==> config.mk <==
export PLATFORM = sky130hd
export DESIGN_NAME = multicycle_control
export DESIGN_NICKNAME = d
export VERILOG_FILES = /design/src/rtl/multicycle_control_pkg.sv /design/src/rtl/multicycle_control_opdec.sv /design/src/rtl/multicycle_control.sv
export SDC_FILE = /design/constraint.sdc
export NUM_CORES = 1
export LEC_CHECK = 0
export BUFFER_PORTS_ARGS = -buffer_cell sky130_fd_sc_hd__buf_2
export CORE_UTILIZATION = 35
export DETAILED_ROUTE_END_ITERATION = 8
export HOLD_SLACK_MARGIN = 0.15
export PLACE_DENSITY_LB_ADDON = 0.05
export SYNTH_ARGS = -nofsm -noshare
export SYNTH_HDL_FRONTEND = slang
export SYNTH_HIERARCHICAL = 1
export SYNTH_SLANG_ARGS = --single-unit
==> constraint.sdc <==
create_clock -name clk -period 7.86 [get_ports clk]
set_input_delay 1.572 -clock clk [delete_from_list [all_inputs] [get_ports clk]]
set_output_delay 1.572 -clock clk [all_outputs]
set_load 0.05 [all_outputs]
==> src/rtl/multicycle_control_pkg.sv <==
// Shared encodings for the multicycle MIPS control FSM:
// opcodes, states, instruction classes and datapath select codes.
package multicycle_control_pkg;

    localparam logic [5:0] OP_R    = 6'd0;
    localparam logic [5:0] OP_J    = 6'd2;
    localparam logic [5:0] OP_BEQ  = 6'd4;
    localparam logic [5:0] OP_ANDI = 6'd12;
    localparam logic [5:0] OP_JM   = 6'd16;
    localparam logic [5:0] OP_BALZ = 6'd26;
    localparam logic [5:0] OP_LW   = 6'd35;
    localparam logic [5:0] OP_BGEZ = 6'd39;
    localparam logic [5:0] OP_SW   = 6'd43;

    localparam logic [1:0] RD_RT   = 2'b00;
    localparam logic [1:0] RD_RD   = 2'b01;
    localparam logic [1:0] RD_LINK = 2'b10;

    localparam logic [1:0] ASB_B    = 2'b00;
    localparam logic [1:0] ASB_FOUR = 2'b01;
    localparam logic [1:0] ASB_IMM  = 2'b10;
    localparam logic [1:0] ASB_BR   = 2'b11;

    localparam logic [1:0] ALU_ADD = 2'b00;
    localparam logic [1:0] ALU_SUB = 2'b01;
    localparam logic [1:0] ALU_FN  = 2'b10;
    localparam logic [1:0] ALU_AND = 2'b11;

    localparam logic [2:0] BNJ_SEQ  = 3'b000;
    localparam logic [2:0] BNJ_BEQ  = 3'b001;
    localparam logic [2:0] BNJ_BGEZ = 3'b010;
    localparam logic [2:0] BNJ_BALZ = 3'b011;
    localparam logic [2:0] BNJ_J    = 3'b100;
    localparam logic [2:0] BNJ_JM   = 3'b101;

    typedef enum logic [3:0] {
        S_FETCH  = 4'd0,
        S_DECODE = 4'd1,
        S_EXEC   = 4'd2,
        S_MEM    = 4'd3,
        S_WB     = 4'd4,
        S_BRANCH = 4'd5,
        S_JUMP   = 4'd6,
        S_TRAP   = 4'd7
    } state_t;

    typedef struct packed {
        logic r;
        logic j;
        logic beq;
        logic andi;
        logic jm;
        logic balz;
        logic lw;
        logic bgez;
        logic sw;
        logic ill;
    } cls_t;

endpackage

==> src/rtl/multicycle_control_opdec.sv <==
// Opcode to one-hot instruction class; exactly one field
// of the class bundle is set for any opcode value.
module mc_opcode_decode
    import multicycle_control_pkg::*;
#(
    parameter int OPCODE_W = 6
) (
    input  logic [OPCODE_W-1:0] op_i,
    output cls_t                cls_o
);

    always_comb begin
        cls_o = '0;
        unique case (op_i)
            OPCODE_W'(OP_R):    cls_o.r    = 1'b1;
            OPCODE_W'(OP_J):    cls_o.j    = 1'b1;
            OPCODE_W'(OP_BEQ):  cls_o.beq  = 1'b1;
            OPCODE_W'(OP_ANDI): cls_o.andi = 1'b1;
            OPCODE_W'(OP_JM):   cls_o.jm   = 1'b1;
            OPCODE_W'(OP_BALZ): cls_o.balz = 1'b1;
            OPCODE_W'(OP_LW):   cls_o.lw   = 1'b1;
            OPCODE_W'(OP_BGEZ): cls_o.bgez = 1'b1;
            OPCODE_W'(OP_SW):   cls_o.sw   = 1'b1;
            default:            cls_o.ill  = 1'b1;
        endcase
    end

endmodule

==> src/rtl/multicycle_control.sv <==
// Multicycle MIPS control FSM with memory-wait watchdog.
// CTRL_ILLEGAL_TRAP_EN: illegal opcodes lock into TRAP.
module multicycle_control
    import multicycle_control_pkg::*;
#(
    parameter int OPCODE_W  = 6,
    parameter int STATE_W   = 4,
    parameter int TIMEOUT_W = 8
) (
    input  logic                clk,
    input  logic                rst_n,
    input  logic [OPCODE_W-1:0] opcode,
    input  logic                mem_ready,
    input  logic                stall,
    output logic                ir_write,
    output logic                pc_write,
    output logic                pc_write_cond,
    output logic                iord,
    output logic                memread,
    output logic                memwrite,
    output logic                regwrite,
    output logic                memtoreg,
    output logic                alusrc_a,
    output logic [1:0]          regdest,
    output logic [1:0]          alusrc_b,
    output logic [1:0]          aluop,
    output logic [2:0]          bnj,
    output logic                instr_done,
    output logic                mem_timeout,
    output logic                trap
);

    localparam int SB = $bits(state_t);

    logic [STATE_W-1:0]   state_q;
    state_t               st;
    state_t               state_d;
    logic [OPCODE_W-1:0]  op_q, op_d;
    logic [TIMEOUT_W-1:0] wd_q, wd_d;
    logic                 tmo_q, tmo_d;
    logic [OPCODE_W-1:0]  dec_op;
    logic                 waiting;
    cls_t                 cls;

    assign st = state_t'(state_q[SB-1:0]);

    // Live opcode only matters while choosing the DECODE exit
    assign dec_op = (st == S_DECODE) ? opcode : op_q;

    mc_opcode_decode #(
        .OPCODE_W (OPCODE_W)
    ) u_dec (
        .op_i  (dec_op),
        .cls_o (cls)
    );

    always_ff @(posedge clk or negedge rst_n) begin
        if (!rst_n) begin
            state_q <= '0;
            op_q    <= '0;
            wd_q    <= '0;
            tmo_q   <= 1'b0;
        end else begin
            state_q <= STATE_W'(state_d);
            op_q    <= op_d;
            wd_q    <= wd_d;
            tmo_q   <= tmo_d;
        end
    end

    assign waiting = (st == S_FETCH || st == S_MEM) && !mem_ready;

    always_comb begin
        wd_d  = '0;
        tmo_d = tmo_q;
        if (stall) begin
            wd_d = wd_q;
        end else if (waiting) begin
            wd_d = (wd_q == '1) ? wd_q : wd_q + 1'b1;
            if (wd_q == '1) tmo_d = 1'b1;
        end
    end

    assign mem_timeout = tmo_q;

    always_comb begin
        state_d       = st;
        op_d          = op_q;
        ir_write      = 1'b0;
        pc_write      = 1'b0;
        pc_write_cond = 1'b0;
        iord          = 1'b0;
        memread       = 1'b0;
        memwrite      = 1'b0;
        regwrite      = 1'b0;
        memtoreg      = 1'b0;
        alusrc_a      = 1'b0;
        regdest       = RD_RT;
        alusrc_b      = ASB_B;
        aluop         = ALU_ADD;
        bnj           = BNJ_SEQ;
        instr_done    = 1'b0;
        trap          = 1'b0;

        unique case (st)
            S_FETCH: begin
                memread  = 1'b1;
                alusrc_b = ASB_FOUR;
                if (mem_ready) begin
                    ir_write = 1'b1;
                    pc_write = 1'b1;
                    state_d  = S_DECODE;
                end
            end
            S_DECODE: begin
                op_d     = opcode;
                alusrc_b = ASB_BR;
                unique case (1'b1)
                    cls.r, cls.andi, cls.lw,
                    cls.sw, cls.jm:
                        state_d = S_EXEC;
                    cls.beq, cls.bgez, cls.balz:
                        state_d = S_BRANCH;
                    cls.j:
                        state_d = S_JUMP;
                    cls.ill: begin
`ifdef CTRL_ILLEGAL_TRAP_EN
                        state_d = S_TRAP;
`else
                        state_d    = S_FETCH;
                        instr_done = 1'b1;
`endif
                    end
                    default: state_d = S_FETCH;
                endcase
            end
            S_EXEC: begin
                alusrc_a = 1'b1;
                if (cls.r) begin
                    aluop   = ALU_FN;
                    state_d = S_WB;
                end else if (cls.andi) begin
                    aluop    = ALU_AND;
                    alusrc_b = ASB_IMM;
                    state_d  = S_WB;
                end else begin
                    alusrc_b = ASB_IMM;
                    state_d  = S_MEM;
                end
            end
            S_MEM: begin
                iord     = 1'b1;
                memwrite = cls.sw;
                memread  = !cls.sw;
                if (mem_ready) begin
                    if (cls.sw) begin
                        state_d    = S_FETCH;
                        instr_done = 1'b1;
                    end else if (cls.jm) begin
                        state_d = S_JUMP;
                    end else begin
                        state_d = S_WB;
                    end
                end
            end
            S_WB: begin
                regwrite   = 1'b1;
                memtoreg   = cls.lw;
                instr_done = 1'b1;
                state_d    = S_FETCH;
                if (cls.r)         regdest = RD_RD;
                else if (cls.balz) regdest = RD_LINK;
            end
            S_BRANCH: begin
                pc_write_cond = 1'b1;
                alusrc_a      = 1'b1;
                aluop         = ALU_SUB;
                unique case (1'b1)
                    cls.beq:  bnj = BNJ_BEQ;
                    cls.bgez: bnj = BNJ_BGEZ;
                    cls.balz: bnj = BNJ_BALZ;
                    default:  bnj = BNJ_SEQ;
                endcase
                if (cls.balz) begin
                    state_d = S_WB;
                end else begin
                    state_d    = S_FETCH;
                    instr_done = 1'b1;
                end
            end
            S_JUMP: begin
                pc_write   = 1'b1;
                bnj        = cls.jm ? BNJ_JM : BNJ_J;
                instr_done = 1'b1;
                state_d    = S_FETCH;
            end
            S_TRAP: begin
`ifdef CTRL_ILLEGAL_TRAP_EN
                trap = 1'b1;
`else
                state_d = S_FETCH;
`endif
            end
            default: state_d = S_FETCH;
        endcase

        // Stall wins over mem_ready: the access simply repeats
        if (stall) begin
            state_d       = st;
            op_d          = op_q;
            ir_write      = 1'b0;
            pc_write      = 1'b0;
            pc_write_cond = 1'b0;
            regwrite      = 1'b0;
            memwrite      = 1'b0;
            instr_done    = 1'b0;
        end

        if (!rst_n) begin
            ir_write      = 1'b0;
            pc_write      = 1'b0;
            pc_write_cond = 1'b0;
            iord          = 1'b0;
            memread       = 1'b0;
            memwrite      = 1'b0;
            regwrite      = 1'b0;
            memtoreg      = 1'b0;
            alusrc_a      = 1'b0;
            regdest       = 2'b00;
            alusrc_b      = 2'b00;
            aluop         = 2'b00;
            bnj           = 3'b000;
            instr_done    = 1'b0;
            trap          = 1'b0;
        end
    end

endmodule

# After elaboration in Yosys (flattened, before gate mapping)

Index checks and enable logic that the tools add are counted.

Memory bits (writable): 0
Memories: 0
Output and inout bits: 21
Bits in registers: 19
ROM bits: 0
Logic and storage cells: 105
Bits in latches: 0
Input port bits: 10

$add $sub $neg: 1
Equality and inequality tests: 18
Reductions and logical operators: 14
Multiplexer cells: 67
Shift-type cells: 0
Multiply operators: 0
Bitwise operators: 1
Divide/modulo/power cells: 0
Magnitude comparators: 0

Operators by type and width:

| cell                                                                   | number |
|---|---|
| 1-bit two-way mux                                                      | 38 |
| 2-bit two-way mux                                                      | 10 |
| 4-bit case mux with 5 select lines                                     | 1 |
| 6-bit equality test (second input constant)                            | 3 |
| 8-bit two-way mux                                                      | 2 |
| 3-bit two-way mux                                                      | 5 |
| 4-bit by 3-bit equality test with 1-bit output (second input constant) | 3 |
| 6-bit by 5-bit equality test with 1-bit output (second input constant) | 2 |
| 2-bit case mux with 3 select lines                                     | 2 |
| 3-bit case mux with 3 select lines                                     | 1 |
| 9-bit OR reduction                                                     | 1 |
| 8-bit by 1-bit adder with 8-bit output (second input constant)         | 1 |
| 4-bit by 2-bit equality test with 1-bit output (second input constant) | 2 |
| 8-bit equality test (second input constant)                            | 1 |
| 4-bit two-way mux                                                      | 2 |
| 6-bit by 2-bit equality test with 1-bit output (second input constant) | 1 |
| 6-bit by 3-bit equality test with 1-bit output (second input constant) | 1 |
| 6-bit by 4-bit equality test with 1-bit output (second input constant) | 1 |
| 6-bit logical NOT                                                      | 1 |
| 6-bit two-way mux                                                      | 1 |
| 2-bit inequality test (second input constant)                          | 3 |
| 3-bit case mux with 2 select lines                                     | 1 |
| 3-bit AND reduction                                                    | 2 |
| 5-bit OR reduction                                                     | 1 |
| other kinds (12)                                                       | 15 |

# Depth between registers and ports, before layout

Depth in word-level cells: 9
Depth in mapped cells: 9
Mapped depth without buffers: 8

# Hierarchy

The synthesis kept the hierarchy.

By module, submodules not included:

| module             | cells an instance | area an instance (µm²) | seq. area each (µm²) | instances |
|---|---|---|---|---|
| multicycle_control | 153               | 1,348.8                | 450.4                | 1 |
| mc_opcode_decode   | 24                | 147.6                  | 0.0                  | 1 |

# Least setup slack after synthesis

OpenSTA, ideal clock, no wires.

Path kind: input port to output port
Start: input opcode[1]
End: output aluop[0]
Slack: 2.461 ns
Arrival: 3.827 ns
Cell stages on the path: 5
Buffers on the path: 0
Cell sequence: mux2_2 > or4_4 > nor2_1 > or4b_1 > a21boi_1

RTL lines:

| element            | line                     | text |
|---|---|---|
| start: declaration | multicycle_control.sv:12 | `input logic [OPCODE_W-1:0] opcode,` |
| end: declaration   | multicycle_control.sv:26 | `output logic [1:0] aluop,` |

==> run summary <==
VDD IR max - 107 µV
antenna violations before repair - 0
Layout area overhead - 13.4%
Sink Count - 18
Longest Clk Path Bufs - 2
register bit count reported by yosys - 18
die height - 67.4 µm
CTS tree - built
critical path data required time - 6290 ps
vias in the first global route - 1343
Startpoint Class - input port
Hold Crit Start - mem_timeout$_DFFE_PN0P_
Rows - 23
share of synthesized registers carrying an async set or reset - 100%
share of cells above drive strength 1 - 28.5%
yosys warns - 6
most frequent CP cell - buf_2
R2R Path Start - st[2]$_DFFE_PN0P_
WS Path Type - in2out
multi-input gate area in the final layout - 968 µm²
Rel. slew slack - 56.3%
Root Buffer - clkbuf_8
Iter 0 DRT Violations - 159
Boundary Pins - 31
Critical Path End Type - output pin
Fillers - 429
Port Buf Inserts - 29
CP peak stage delay - 560 ps
slowest CP cell - or4_4
maxcap violations - 0
Mapped Cells - 177
hold buffers post-CTS - 0
dominant cells by area after synthesis - dfrtp_1 30%, mux2_2 9.0%, nand2_1 4.5%, mux2i_1 4.0%, nor2_1 4.0%
EDFF count, synth - 0
ys flop type - dfrtp_1
met1 Usage GRT - 21.3%
synth unique cells - 48
reported leakage power - 0.750 nW
M2 GR Usage - 30.6%
total gr overflow - 0
Final Critical Period - 5250 ps
RSZ-0062 raised after global routing - no
DR vias - 1376
Final Net Count - 212
syn_nets - 188
critical path, cell by cell - buf_2, mux2_2, or4_4, nor2_1, or4b_1, a21boi_1, buf_2
Slew Limit Fails - 0
total routed wirelength - 3560 µm
synthesized area - 0.00150 mm²
Mapped Avg Cell Area - 8.45 µm²
CTS Buf Count - 3
starting density of the core - 36.9%
hold violation count in the final report - 0
final setup fails - 0
GRT met3 Usage - 3.21%
ratio of final minimum period to clock period - 66.8%
detailed placer's ending HPWL - 2590 µm
worst slew pin tran - 655 ps
outcome - finished clean
post-CTS setup buffers - 0
clock transition time at the flip-flop clock pins of the worst setup and hold paths - 70 ps
core area - 0.00406 mm²
routed length per instance - 14.2 µm
post-cts resize count - 0
# DRC - 0
register area - 450 µm²
Die X-Extent - 67.4 µm
routability-driven placement congestion ratio - 0.826
GRT Util Overall - 17.3%
largest area contributor in the netlist - dfrtp_1
register area share after synthesis - 30.1%
busiest layer in global routing - met2
clock skew - 4.25 ps
Peak Freq - 190 MHz
htree depth - 1
post-synth top area share - 30.1%
number of routed nets with antenna violations - 0
first-pass GRT wire length - 5990 µm
hold slack - 473 ps
start point of the critical path - opcode[1]
pwr/cell area - 358 mW/mm²
worst min-delay path category - reg2reg
area of the die - 0.00454 mm²
CP arrival - 3680 ps
drt pass-1 iters - 4
largest net degree at the start of global routing - 30
Clock Latency Late Sink - 260 ps
DR vias/cell - 5.50
antenna cells - 0
Crit Path Max Fanout - 7
setup TNS - 0 ps
[critical path: cells and delay by family]
family / cells / cell delay (ps)
buffers and inverters: 2 / 360
and+or+nand+nor: 3 / 1270
muxes: 1 / 320
AOI/OAI and AO/OA: 1 / 150
[final timing paths]
kind	end	slack, ps	cells after the start
max	aluop[0]	2610	7
max reg2reg	st[2]$_DFFE_PN0P_	4660	8
min in group asynchronous	op_q[1]$_DFFE_PN0N_	1290	1
max in group asynchronous	st[0]$_DFFE_PN0P_	6210	1
min	mem_timeout$_DFFE_PN0P_	470	1
min reg2reg	mem_timeout$_DFFE_PN0P_	470	1
[Yosys cell counts (2+ instances only)]
master,count
a31o_2,2
o21ai_0,8
nand2_1,18
a31oi_1,2
nand2b_1,8
nor2b_1,2
nor3_1,7
mux2_2,12
or2b_1,2
nand3_1,5
buf_2,5
nor4_1,3
a211oi_2,3
dfrtp_1,18
or3_1,3
a21o_1,2
and2_1,5
nor2_1,16
and3b_1,4
mux2i_1,6
and3_1,3
clkbuf_1,2
buf_6,2
nor3b_1,2
a21oi_1,11
inv_1,4
[placed cells by master (no fill, tap or decap), types with 3 or more instances in the layout]
master    Yosys  layout
nand2b_1      8       8
or3_1         3       3
clkbuf_8      0       4
dfrtp_1      18      18
o21ai_0       8       8
nor3_1        7       7
nor4_1        3       3
and2_1        5       5
a211oi_2      3       3
mux2_2       12      12
nand3_1       5       5
and3b_1       4       4
nor2_1       16      16
nand2_1      18      18
inv_1         4       4
mux2i_1       6       6
and3_1        3       3
buf_2         5      29
a21oi_1      11      11
[area by class of cell]
cell class              count  area share (%)
multi-input cells         145            57.1
flip-flops and latches     18            26.5
repair buffers             29            8.55
well taps                  50            3.69
clock buffers               4            3.24
inverters                   4           0.885
[cell families (layout without fill, tap and decap cells)]
kind of cell               count (synthesis)  in the layout  synth area share (%)
other                                      1              1                 0.251
AOI/OAI and AO/OA                         37             37                  17.3
and+or+nand+nor                           88             88                  33.3
adders and majority gates                  1              1                 0.836
DFF                                       18             18                  30.1
muxes                                     18             18                  13.0
buffers and inverters                     14             37                  5.18
[metal layers]
metal  wire length, µm  up-vias
met5                 0        -
met4                32        0
met3               129        4
met2              1790       27
met1              1600      660
li1                  -      685
[through the flow]
stage          total power [mW]  cells  area [µm²]  utilization (%)  setup WS [ps]
2_1_floorplan             0.469    177        1500                -           2460
3_3_place_gp              0.525    246        1640             40.5           2650
3_5_place_dp              0.528    246        1640             40.5           2630
4_1_cts                   0.611    250        1700             41.8           2620
5_1_grt                   0.656    250        1700             41.8           2520
6_report                  0.608    250        1700             41.8           2610
[sequential cells by signal, summed over array words and instances, names as in the netlist]
register     count
mem_timeout      1
wd_q             8
st               3
op_q             6
[power by group]
group | switching (mW) | internal [mW]
Clock | 0.0347 | 0.0446
Combinational | 0.222 | 0.144
Sequential | 0.0427 | 0.120
Total | 0.299 | 0.308
Power figures use the tool's default switching activity.
